### config.mk
export PLATFORM = sky130hd
export DESIGN_NAME = ifu
export DESIGN_NICKNAME = d
export VERILOG_FILES = /design/src/rtl/ifu_pkg.sv /design/src/rtl/ifu_pc.sv /design/src/rtl/ifu.sv
export SDC_FILE = /design/constraint.sdc
export NUM_CORES = 1
export LEC_CHECK = 0
export CAP_MARGIN = 20
export CORE_MARGIN = 2
export CORE_UTILIZATION = 35
export CTS_CLUSTER_DIAMETER = 80
export DETAILED_ROUTE_END_ITERATION = 8
export GPL_ROUTABILITY_DRIVEN = 1
export HOLD_SLACK_MARGIN = 0.12
export PLACE_DENSITY_LB_ADDON = 0.08
export RECOVER_POWER = 25
export SETUP_SLACK_MARGIN = 0.3
export SLEW_MARGIN = 10
export SYNTH_ARGS = -nofsm -noshare
export SYNTH_HDL_FRONTEND = slang
export SYNTH_SLANG_ARGS = --single-unit
### constraint.sdc
create_clock -name clk -period 2 [get_ports clk]
set_input_delay 0.6 -clock clk [delete_from_list [all_inputs] [get_ports clk]]
set_output_delay 0.6 -clock clk [all_outputs]
set_load 0.005 [all_outputs]
### src/rtl/ifu_pkg.sv
// Shared types and constants for the instruction fetch unit.
// The optional misalign check is enabled by defining IFU_MISALIGN_CHK_EN.
package ifu_pkg;
    localparam int unsigned XLEN = 32;
    localparam logic [XLEN-1:0] RESET_PC_DEF = 32'h8000_0000;

    typedef enum logic [1:0] {
        S_RST  = 2'd0,
        S_REQ  = 2'd1,
        S_WAIT = 2'd2,
        S_HOLD = 2'd3
    } ifu_state_t;
endpackage

### src/rtl/ifu_pc.sv
// PC register and next-PC selection (hold / sequential step / redirect).
// With IFU_MISALIGN_CHK_EN defined, flags redirect targets that are not word aligned.
module ifu_pc
    import ifu_pkg::*;
#(
    parameter logic [XLEN-1:0] RESET_PC = RESET_PC_DEF,
    parameter int unsigned     PC_STEP  = 4
) (
    input  logic            clk,
    input  logic            rst,
    input  logic            redirect,
    input  logic [XLEN-1:0] redirect_pc,
    input  logic            advance,
    output logic [XLEN-1:0] pc,
    output logic [XLEN-1:0] target,
    output logic            bad
);
    localparam logic [XLEN-1:0] STEP = XLEN'(PC_STEP);

`ifdef IFU_MISALIGN_CHK_EN
    assign target = redirect_pc;
    assign bad    = (redirect_pc[1:0] != 2'b00);
`else
    // Without the check, low bits are simply dropped so every fetch is word aligned.
    assign target = redirect_pc & ~32'h3;
    assign bad    = 1'b0;
`endif

    always_ff @(posedge clk) begin
        if (rst)           pc <= RESET_PC;
        else if (redirect) pc <= target;
        else if (advance)  pc <= pc + STEP;
    end
endmodule

### src/rtl/ifu.sv
// Instruction fetch unit: single outstanding fetch, {pc, inst} held for decode
// under valid/ready, redirects from execute. Optional macro: IFU_MISALIGN_CHK_EN.
module ifu
    import ifu_pkg::*;
#(
    parameter logic [31:0] RESET_PC = RESET_PC_DEF,
    parameter int unsigned PC_STEP  = 4
) (
    input  logic        clk,
    input  logic        rst,
    input  logic        redirect_i_ifu,
    input  logic [31:0] redirect_pc_i_ifu,
    output logic        imem_req_o_ifu,
    output logic [31:0] imem_addr_o_ifu,
    input  logic        imem_rvalid_i_ifu,
    input  logic [31:0] imem_rdata_i_ifu,
    output logic        valid_o_ifu,
    input  logic        ready_i_ifu,
    output logic [31:0] pc_o_ifu,
    output logic [31:0] inst_o_ifu,
    output logic        misalign_o_ifu
);
    ifu_state_t  state, state_nx;
    logic        redir;
    logic        bad;
    logic        drop_q;
    logic        mis_q;
    logic        advance;
    logic [31:0] pc;
    logic [31:0] target;

    assign redir   = redirect_i_ifu && (state != S_RST);
    // A misaligned-target hold only leaves on a redirect, never on ready.
    assign advance = (state == S_HOLD) && ready_i_ifu && !redir && !mis_q;

    ifu_pc #(.RESET_PC(RESET_PC), .PC_STEP(PC_STEP)) u_pc (
        .clk         (clk),
        .rst         (rst),
        .redirect    (redir),
        .redirect_pc (redirect_pc_i_ifu),
        .advance     (advance),
        .pc          (pc),
        .target      (target),
        .bad         (bad)
    );

    always_ff @(posedge clk) begin
        if (rst) state <= S_RST;
        else     state <= state_nx;
    end

    always_comb begin
        state_nx = state;
        case (state)
            S_RST:  state_nx = S_REQ;
            S_REQ:  begin
                if (redir) state_nx = bad ? S_HOLD : S_REQ;
                else       state_nx = S_WAIT;
            end
            S_WAIT: begin
                if (redir)                  state_nx = bad ? S_HOLD : (imem_rvalid_i_ifu ? S_REQ : S_WAIT);
                else if (imem_rvalid_i_ifu) state_nx = drop_q ? S_REQ : S_HOLD;
            end
            S_HOLD: begin
                if (redir)        state_nx = bad ? S_HOLD : S_REQ;
                else if (advance) state_nx = S_REQ;
            end
            default: state_nx = S_RST;
        endcase
    end

    always_comb begin
        imem_req_o_ifu  = (state == S_REQ) && !redir;
        imem_addr_o_ifu = pc;
    end

    always_ff @(posedge clk) begin
        if (rst) begin
            valid_o_ifu <= 1'b0;
            pc_o_ifu    <= 32'b0;
            inst_o_ifu  <= 32'b0;
            drop_q      <= 1'b0;
            mis_q       <= 1'b0;
        end else begin
            // A response still in flight when the unit leaves S_WAIT is tracked until it lands.
            if ((state == S_WAIT) && redir && !imem_rvalid_i_ifu) drop_q <= 1'b1;
            else if (imem_rvalid_i_ifu)                           drop_q <= 1'b0;

            if (redir && bad) begin
                valid_o_ifu <= 1'b1;
                pc_o_ifu    <= target;
                inst_o_ifu  <= 32'b0;
                mis_q       <= 1'b1;
            end else if (redir) begin
                valid_o_ifu <= 1'b0;
                mis_q       <= 1'b0;
            end else if ((state == S_WAIT) && imem_rvalid_i_ifu && !drop_q) begin
                valid_o_ifu <= 1'b1;
                pc_o_ifu    <= pc;
                inst_o_ifu  <= imem_rdata_i_ifu;
                mis_q       <= 1'b0;
            end else if (advance) begin
                valid_o_ifu <= 1'b0;
            end
        end
    end

`ifdef IFU_MISALIGN_CHK_EN
    assign misalign_o_ifu = mis_q;
`else
    assign misalign_o_ifu = 1'b0;
`endif
endmodule
# --- Yosys cells after proc, flatten, opt, wreduce, memory -nomap -nowiden ---
# Cells that the tools add are included.
totals:
  latch_bits: 0
  memories: 0
  ff_bits: 100
  out_inout_bits: 99
  elab_cells: 47
  rom_bits: 0
  mem_bits_rw: 0
classes:
  n_reduce_logical: 19
  bitwise: 1
  mul: 0
  n_lt_le_gt_ge: 0
  addsub: 1
  shifts: 0
  n_eq_ne: 5
  n_mux: 14
  n_div: 0
ops:
  columns: ["operator", "n"]
  rows:
  - ["32-bit 2-to-1 mux", 2]
  - ["32-bit by 3-bit adder with 32-bit output (second input constant)", 1]
  - ["2-bit 2-to-1 mux", 7]
  - ["1-bit logical AND", 8]
  - ["2-bit one-hot mux with 4 select lines", 1]
  - ["2-bit nonzero test", 4]
  - ["3-bit inequality test (second input constant)", 2]
  - ["2-bit == test (second input constant)", 2]
  - ["1-bit 2-to-1 mux", 4]
  - ["2-bit AND reduction", 2]
  - ["1-bit zero test", 3]
  - ["2-bit by 1-bit == test with 1-bit output (second input constant)", 1]
  - ["2-bit zero test", 1]
  - ["2-bit OR reduction", 1]
  - ["1-bit NOT", 1]

# --- Depth between registers and ports, before layout ---
# Gate-level depths: netlist of the first run.
logic_depth:
  ltp_word: 7
  ltp_mapped: 10
  mapped_depth_nobuf: 7

# --- Cells and area by module ---
# Synthesis of the first run repeated with hierarchy kept, for this count alone.
hier_totals:
  cells_unflattened: 594
  area_unflattened_um2: 4739.5
by_module_without_submodules:
  columns: ["mod", "cells_each", "n_inst", "area_per_inst_um2"]
  rows:
  - ["ifu", 356, 1, 2832.7]
  - ["ifu_pc", 238, 1, 1906.8]

# --- Least setup slack after synthesis of the first run ---
# No wires, ideal clock.
synth_timing:
  path_type: "in2reg"
  from: "input redirect_i_ifu"
  to: "register pc_o_ifu[4]"
  setup_slack_ns: 0.090
  stages: 8
  arrival_time_ns: 1.839
  n_path_buf: 3
  path_cell_list: "nor2b_1 clkbuf_1 nor2_1 and3_1 clkbuf_1 clkbuf_1 nand2_1 a21oi_1"
synth_between:
  elab_chain_cells: 3
synth_lines:
  columns: ["element", "line", "source"]
  rows:
  - ["start, declared", "ifu.sv:11", "input logic redirect_i_ifu,"]
  - ["1-bit logical AND", "ifu.sv:32", "assign redir = redirect_i_ifu && (state != S_RST);"]
  - ["1-bit NOT (no line)", null, null]
  - ["2-bit AND reduction (no line)", null, null]
  - ["end signal, assigned", "ifu.sv:91", "pc_o_ifu <= target;"]
  - ["end signal, assigned", "ifu.sv:99", "pc_o_ifu <= pc;"]
  - ["end, declared", "ifu.sv:19", "output logic [31:0] pc_o_ifu,"]
# Every way passes these cells.
# A chain may end at the register's enable or synchronous reset.

# --- Worst setup path after layout of the first run ---
layout_timing:
  from: "register state[1]"
  to: "output imem_req_o_ifu"
layout_between:
  elab_chain_cells: 4
  elab_cells_between_ends: 5
layout_lines:
  columns: ["element", "line", "source"]
  rows:
  - ["start, declared", "ifu.sv:23", "ifu_state_t state, state_nx;"]
  - ["start signal, assigned", "ifu.sv:49", "else state <= state_nx;"]
  - ["2-bit nonzero test", "ifu.sv:32", null]
  - ["1-bit logical AND", "ifu.sv:32", null]
  - ["1-bit zero test", "ifu.sv:73", "imem_req_o_ifu = (state == S_REQ) && !redir;"]
  - ["1-bit logical AND (*)", "ifu.sv:73", null]
  - ["end, declared", "ifu.sv:13", "output logic imem_req_o_ifu,"]
# Every way passes the cells marked *; elsewhere a longest branch is shown, timed or not.

==> summary.md, run 1 <==
| Metric | Value |
|---|---|
| TritonCTS buffer count | 9 |
| Fmax | 0.534 GHz |
| CTS Root Cell | clkbuf_16 |
| Worst clock skew | 0.00571 ns |
| Reg2reg start | state[1] |
| 1st-pass router iterations | 4 |
| Die height | 112 um |
| Netlist cell types | 38 |
| Ys async rst share | 0% |
| Worst path slowest cell | dfxtp_2 |
| DR iter-0 viols | 158 |
| Worst reg2reg path depth | 9 |
| Sequential-to-total area share from yosys stat | between 40% and 50% |
| Post-Synth XOR/XNOR Area | 6.03% |
| Placed cell area | 0.00602 mm^2 |
| GPL Wtd Cong | slightly below 0.8 |
| Post-Syn Area | 0.00407 mm^2 |
| P_leak | 2.81 nW |
| GR Overflow Total | 0 |
| DP HPWL | ~8.4 mm |
| Number of vias per cell | 4.90 |
| Synth-to-Final Area Change | 62.1% |
| Routed Antenna Nets | 0 |
| Initial Utilization | 35.8% |
| FF-to-FF End | u_pc.pc[29] |
| Max_cap viols | 0 |
| Total wire length | about 13 mm |
| Critical Path AT | 1.27 ns |
| CP max stage delay | 0.35 ns |
| Most frequent cells in the layout | nand2_1 (135), dlygate4sd2_1 (91), dfxtp_1 (69) |
| Wire length per cell | around 15 um |
| RSZ-0062 raised after global routing | true |
| Post-synth EDFFs | 0 |
| Mux contribution to synthesized area | 0.246% |
| Initial antenna violation count | 0 |
| Area contributors post-synth | dfxtp_1 (47%), nand2_1 (12%), a21oi_1 (8.4%) |
| CTS tree | done |
| Post-route clock period utilization | 93.6% |
| Nets | 770 |
| Main combinational cell family by area after synthesis | simple AND/OR/NAND/NOR gates |
| PortBufs | 160 |
| Largest net degree at the start of global routing | a little over 60 |
| WHS Path Cells | 2 |
| Most common cell after layout, fill and taps aside | nand2_1 |
| Simple-gate share of the synthesized area | 25.2% |
| Type of origin of the critical path | flop |
| VDD IR max | 598 uV |
| Hold crit path type | reg2reg |
| Maximum clock path buffer count | 2 |
| R2R Setup Slk | 0.18 ns |
| Hold path start | pc_o_ifu[18] |
| Clock transition at the registers of the reported paths | 0.07 ns |
| Worst hold endpoint | pc_o_ifu[18] |
| Post-synthesis compound-gate area fraction | between 15 and 20% |
| Power per cell area | 768 mW/mm^2 |
| Status | completed |
| Mapped Cells | 507 |
| DRC viols | 0 |
| Layout cells sized above 1 | 17.5% |
| Largest area contributor in the netlist | dfxtp_1 |
| Die area | 0.0125 mm^2 |
| Core Area | 0.0114 mm^2 |
| Clk_lat worst skew | 0.34 ns |
| Req. time, crit path | around 1.4 ns |
| Crit Path Max Fanout | 2 |
| Chip width | 112 um |
| Yosys reg bits | 96 |
| Hold Violations, Final | 0 |
| Vias in the first global route | 3998 |
| Vias | around 4100 |
| TritonCTS Sinks | 96 |
| Crit-path cells | inv_2 > ha_4 > nand2b_4 > and2_4 > buf_6 |
| Max Slew Vio Count | 0 |
| Row count | 39 |
| Final Util | 58.0% |
| Top_reg_cell synth | dfxtp_1 |
| Worst Setup Path Type | reg2out |
| Htree depth | 3 |
| Placed insts | 810 |
| Syn Area/Cell | 8.03 um^2 |
| Ys Warns | 0 |
| Period minus WS final | 1.87 ns |
| Design area | 0.00660 mm^2 |
| Critical path endpoint category | output port |
| Boundary Pins | between 150 and 200 |
| Final setup fails | 0 |
| Post-layout power | 0.00506 W |
| Synth Area in Adders | 1.54% |
| CTS Hold Bufs | 0 |
| # diodes | 0 |
| Final Non-Filler Cells | about 840 |
| First-pass GRT wire length | about 20 mm |
| Area share of the largest cell type after synthesis | between 40% and 50% |
| Hold WS | 0.450 ns |
| GRT Total Usage | between 10% and 20% |
-- power by group --
part / switching (W) / internal, W / leakage, nW
combinational: 0.000523 / 0.000612 / 1.86
clock: 0.000710 / 0.00103 / 0.150
sequential: 0.000118 / 0.00207 / 0.793
total: 0.00135 / 0.00371 / 2.81
-- flip-flops by register name, summed over array words and instances (netlist names) --
register and cells:
pc_o_ifu 30, drop_q 1, valid_o_ifu 1, inst_o_ifu 32, state 2, u_pc.pc 30
-- through the flow --
| stage | setup slack (ns) | TNS [ns] |
|---|---|---|
| after CTS | 0.0636 | 0 |
| after global routing | 0.0863 | 0 |
| after detailed placement | -0.378 | -11.28 |
| after floorplan | 0.309 | 0 |
| after global placement | -0.376 | -10.12 |
| final | 0.128 | 0 |
-- worst max-delay path, delay by kind of cell, from the launching register on --
kind	cells	cell delay, ns
adders and majority gates	1	0.15
buffers and inverters	2	0.16
DFF	1	0.35
and+or+nand+nor	2	0.28
-- synth_stat cells, drive strengths merged, types with 2 or more instances --
cell type,number
nand2,135
dfxtp,96
a21oi,68
nor2,36
clkbuf,31
a211oi,27
xor2,17
nand3,16
nand4,11
xnor2,11
and3,8
buf,7
inv,7
ha,5
nor3,5
nor4,5
nand2b,3
o21ai,3
or3,3
and4,2
-- repair_timing --
item | 4_1_cts | 5_1_grt
cloned | 0 | 2
setup buffers | 12 | 4
gates resized for setup | 164 | 26
endpoints found under the setup margin | 184 | 40
pin swaps | 9 | 18
-- cells by family (layout without fill, tap and decap cells) --
group                    Yosys count  after routing
buffers and inverters             45            235
flip-flops                        96             96
XOR/XNOR                          28             28
AND/OR/NAND/NOR                  227            227
adder cells (fa/ha/maj)            5              5
AO/OA/AOI/OAI                    104            104
other                              1              5
multiplexers                       1              1
-- layout make-up --
class | count | area, um^2
inverters | 7 | 26.3
clock inverters | 3 | 40.0
multi-input cells | 370 | 2100
clock buffers | 13 | 260
flip-flops and latches | 96 | 1990
repair buffers | 212 | 2000
fillers | 1063 | 4770
well taps | 143 | 179
-- worst max path at each step --
stage / end / from / depth (start not counted)
2_1_floorplan: u_pc.pc[20] / redirect_i_ifu / 5
4_1_cts: imem_req_o_ifu / state[1] / 5
5_1_grt: u_pc.pc[29] / state[1] / 9
3_3_place_gp: imem_req_o_ifu / redirect_i_ifu / 4
6_report: imem_req_o_ifu / state[1] / 5
3_5_place_dp: imem_req_o_ifu / redirect_i_ifu / 4
-- per-layer routing --
layer	share of wire, %	wire length (um)	GRT usage (%)
met5	0	0	0
met4	2.5	314	7.00
met3	6.3	796	4.84
met2	48	6080	31.6
met1	43	5530	24.3
Note: power is estimated with default switching activity, not from simulation.
==> run 2, diff against run 1 <==
--- a/config.mk
+++ b/config.mk
@@ -15,7 +15,7 @@
 export PLACE_DENSITY_LB_ADDON = 0.08
 export RECOVER_POWER = 25
 export SETUP_SLACK_MARGIN = 0.3
-export SLEW_MARGIN = 10
+export SLEW_MARGIN = 40
 export SYNTH_ARGS = -nofsm -noshare
 export SYNTH_HDL_FRONTEND = slang
 export SYNTH_SLANG_ARGS = --single-unit
==> constraint.sdc (replaced) <==
create_clock -name clk -period 2.4 [get_ports clk]
set_input_delay 0.72 -clock clk [delete_from_list [all_inputs] [get_ports clk]]
set_output_delay 0.72 -clock clk [all_outputs]
set_load 0.005 [all_outputs]
==> run 2 against run 1 <==
Against the previous run:
- power fell by 23%
- setup slack improved by 0.16 ns
- register-to-register slack improved by 0.21 ns
- final area down 6.6%
- sequential share of layout area rose by 1.3 points
- via count is 5.1% lower
- core utilization fell by 3.9 points
- combinational power shrank 36%
- clock skew is 0.00099 ns lower
- global-route usage is 0.72 points lower
- critical endpoint unchanged
==> summary.md, run 2 (same netlist as run 1, synthesis figures left out) <==
| Metric | Value |
|---|---|
| Status | completed |
| Crit-path cells | inv_1 > ha_1 > nand2b_2 > and2_4 > buf_2 |
| Crit. Startpoint | state[0] |
| Htree depth | 3 (unchanged) |
| Setup slack at placement | -0.223 ns (+0.155 ns) |
| DR iter-0 viols | 163 (+3.2%) |
| Sum of routed wire segments on met1 | 5.13 mm (-7.1%) |
| Vias in the first global route | 3848 (-3.8%) |
| Comb power frac | 18.5% (-3.9 points) |
| PortBufs | 160 (unchanged) |
| Largest net degree at the start of global routing | 63 (+1.6%) |
| Crit path max-delay family | simple AND/OR/NAND/NOR gates |
| Hold crit path type | reg2reg |
| R2R Setup Slk | 0.39 ns (+0.21 ns) |
| Type of origin of the critical path | flop |
| Row count | 39 (unchanged) |
| Sw power | 0.00102 W (-24%) |
| DRC viols | 0 (unchanged) |
| Synth-to-Final Area Change | 51.4% |
| Clock power share | 33.8% (-0.7 points) |
| Boundary Pins | 168 (unchanged) |
| First-pass GRT wire length | 18.8 mm (-4.3%) |
| Hold Violations, Final | 0 (unchanged) |
| Int Power | 0.00289 W (-22%) |
| 1st-pass router iterations | 5 (+1) |
| Fmax | 0.473 GHz |
| GR Overflow Total | 0 (unchanged) |
| Power per cell area | 635 mW/mm^2 (-17%) |
| Total wire length | 11.2 mm (-12%) |
| Final setup fails | 0 (unchanged) |
| Layout cells sized above 1 | 8.40% (-9.2 points) |
| CTS Root Cell | clkbuf_16 |
| Max_cap viols | 0 (unchanged) |
| Most common cell after layout, fill and taps aside | clkdlybuf4s50_1 |
| Period minus WS final | ~2.1 ns |
| P_leak | 2.09 nW (-25%) |
| # diodes | 0 (unchanged) |
| Routed wl met2 | 5.19 mm (-15%) |
| Clk_lat worst skew | 0.34 ns (about the same) |
| TritonCTS Sinks | 96 (unchanged) |
| Final Util | 54.2% (-3.9 points) |
| Worst-Margin Slew | about 0.67 ns |
| Post-layout power | 0.00391 W (-23%) |
| Initial Utilization | 35.8% (unchanged) |
| Initial antenna violation count | 0 (unchanged) |
| Max_slew headroom | 55.0% |
| Post-route clock period utilization | 88.0% |
| Fillcell total | 1124 (+5.7%) |
| Worst Setup Path Type | reg2out |
| Biggest regs | inst_o_ifu: 32 flops, pc_o_ifu: 30 flops, u_pc.pc: 30 flops |
| Critical path endpoint category | output port |
| Chip width | 112 um (unchanged) |
| Crit path buffers/inverters | 2 (unchanged) |
| Clock transition at the registers of the reported paths | 0.06 ns (about the same) |
| Seq pwr share | 47.7% (+4.6 points) |
| Maximum clock path buffer count | 2 (unchanged) |
| GPL Wtd Cong | 0.769 (-3.1%) |
| Slack of the critical path | 0.288 ns (+0.160 ns) |
| Die area | 0.0125 mm^2 (unchanged) |
| Crit Path Max Fanout | 2 (unchanged) |
| Critical Path AT | 1.39 ns (+0.12 ns) |
| CTS tree | done |
| GRT Total Usage | 18.4% (-0.72 points) |
| VDD IR max | 411 uV (-31%) |
| Switching share of power | 26.2% (-0.48 points) |
| Top reg by flops | inst_o_ifu |
| Wire length per cell | 13.8 um (-8.2%) |
| DP HPWL | 7.97 mm (-4.6%) |
| Nets | 737 (-4.3%) |
| Die height | 112 um (unchanged) |
| Reg2reg start | state[0] |
| Worst clock skew | 0.00472 ns (-0.000992 ns) |
| Routed Antenna Nets | 0 (unchanged) |
| TritonCTS buffer count | 9 (unchanged) |
| Highest routed metal layer | met4 |
| Met3 WL | 759 um (-4.6%) |
| CTS Hold Bufs | 0 (unchanged) |
| Design area | 0.00616 mm^2 (-6.6%) |
| Hold path start | inst_o_ifu[10] |
| Req. time, crit path | 1.68 ns (+0.28 ns) |
| Most frequent cells in the layout | clkdlybuf4s50_1 (156), nand2_1 (135), dfxtp_1 (81) |
| RSZ-0062 raised after global routing | false |
| CP max stage delay | 0.33 ns (-0.02 ns) |
| Core Area | 0.0114 mm^2 (unchanged) |
| Max reg flops | 32 (unchanged) |
| Max Slew Vio Count | 0 (unchanged) |
| Vias | 3922 (-5.1%) |
| Number of vias per cell | 4.84 (-1.1%) |
| Placed cell area | 0.00586 mm^2 (-2.6%) |
| Worst path slowest cell | dfxtp_1 |
==> run 2: repair_timing <==
item	CTS	global route
setup buffers	5	0
pin swaps	3	2
gates resized for setup	11	17
setup endpoints to repair	6	20
==> run 2: per-layer routing <==
metal  global-route usage [%]  vias up
met2                     29.7      100
li1                         -     2009
met5                        0        -
met1                     23.5     1804
met4                     5.93        0
met3                     5.93        9
==> run 2: power by group through the flow <==
stage               registers (W)  logic [W]  clock network [W]
floorplan                 0.00186   0.000320                  0
global placement          0.00189   0.000715                  0
detailed placement        0.00189   0.000722                  0
CTS                       0.00186   0.000734            0.00136
global route              0.00189   0.000800            0.00145
finish                    0.00186   0.000724            0.00132
==> run 2: final cells by class <==
cell class	instances	area (um^2)	area share [%]
multi-input combinational	370	1980	32.2
tap	143	179	2.90
clock buffer	15	268	4.35
sequential	96	1940	31.5
inverter	7	26.3	0.427
timing repair buffer	179	1760	28.6
==> run 2: path summary, 6_finish.rpt <==
| path | to | cells after the start |
|---|---|---|
| setup / recovery | imem_req_o_ifu | 5 |
| hold / removal | inst_o_ifu[10] | 2 |
| setup reg to reg | u_pc.pc[25] | 9 |
| hold reg to reg | inst_o_ifu[10] | 2 |
==> run 2: stage by stage <==
step | TNS [ns] | cells | hold slack, ns
after global placement | -0.463 | 790 | 0.441
after floorplan | 0 | 511 | 0.453
after CTS | 0 | 810 | 0.454
after global routing | 0 | 810 | 0.471
final | 0 | 810 | 0.451
after detailed placement | -0.616 | 790 | 0.445
==> run 2: tightest hold or removal path, delay by kind of cell, from the launching register on <==
family	cells	cell delay, ns
DFF	1	0.31
AOI/OAI and AO/OA	1	0.05
and+or+nand+nor	1	0.05
==> run 3, diff against run 2 <==
--- a/config.mk
+++ b/config.mk
@@ -15,7 +15,7 @@
 export PLACE_DENSITY_LB_ADDON = 0.08
 export RECOVER_POWER = 25
 export SETUP_SLACK_MARGIN = 0.3
-export SLEW_MARGIN = 40
+export SLEW_MARGIN = 20
 export SYNTH_ARGS = -nofsm -noshare
 export SYNTH_HDL_FRONTEND = slang
 export SYNTH_SLANG_ARGS = --single-unit
==> results of run 3 <==
Final layout, timing and power as in run 2 (identical DEF).
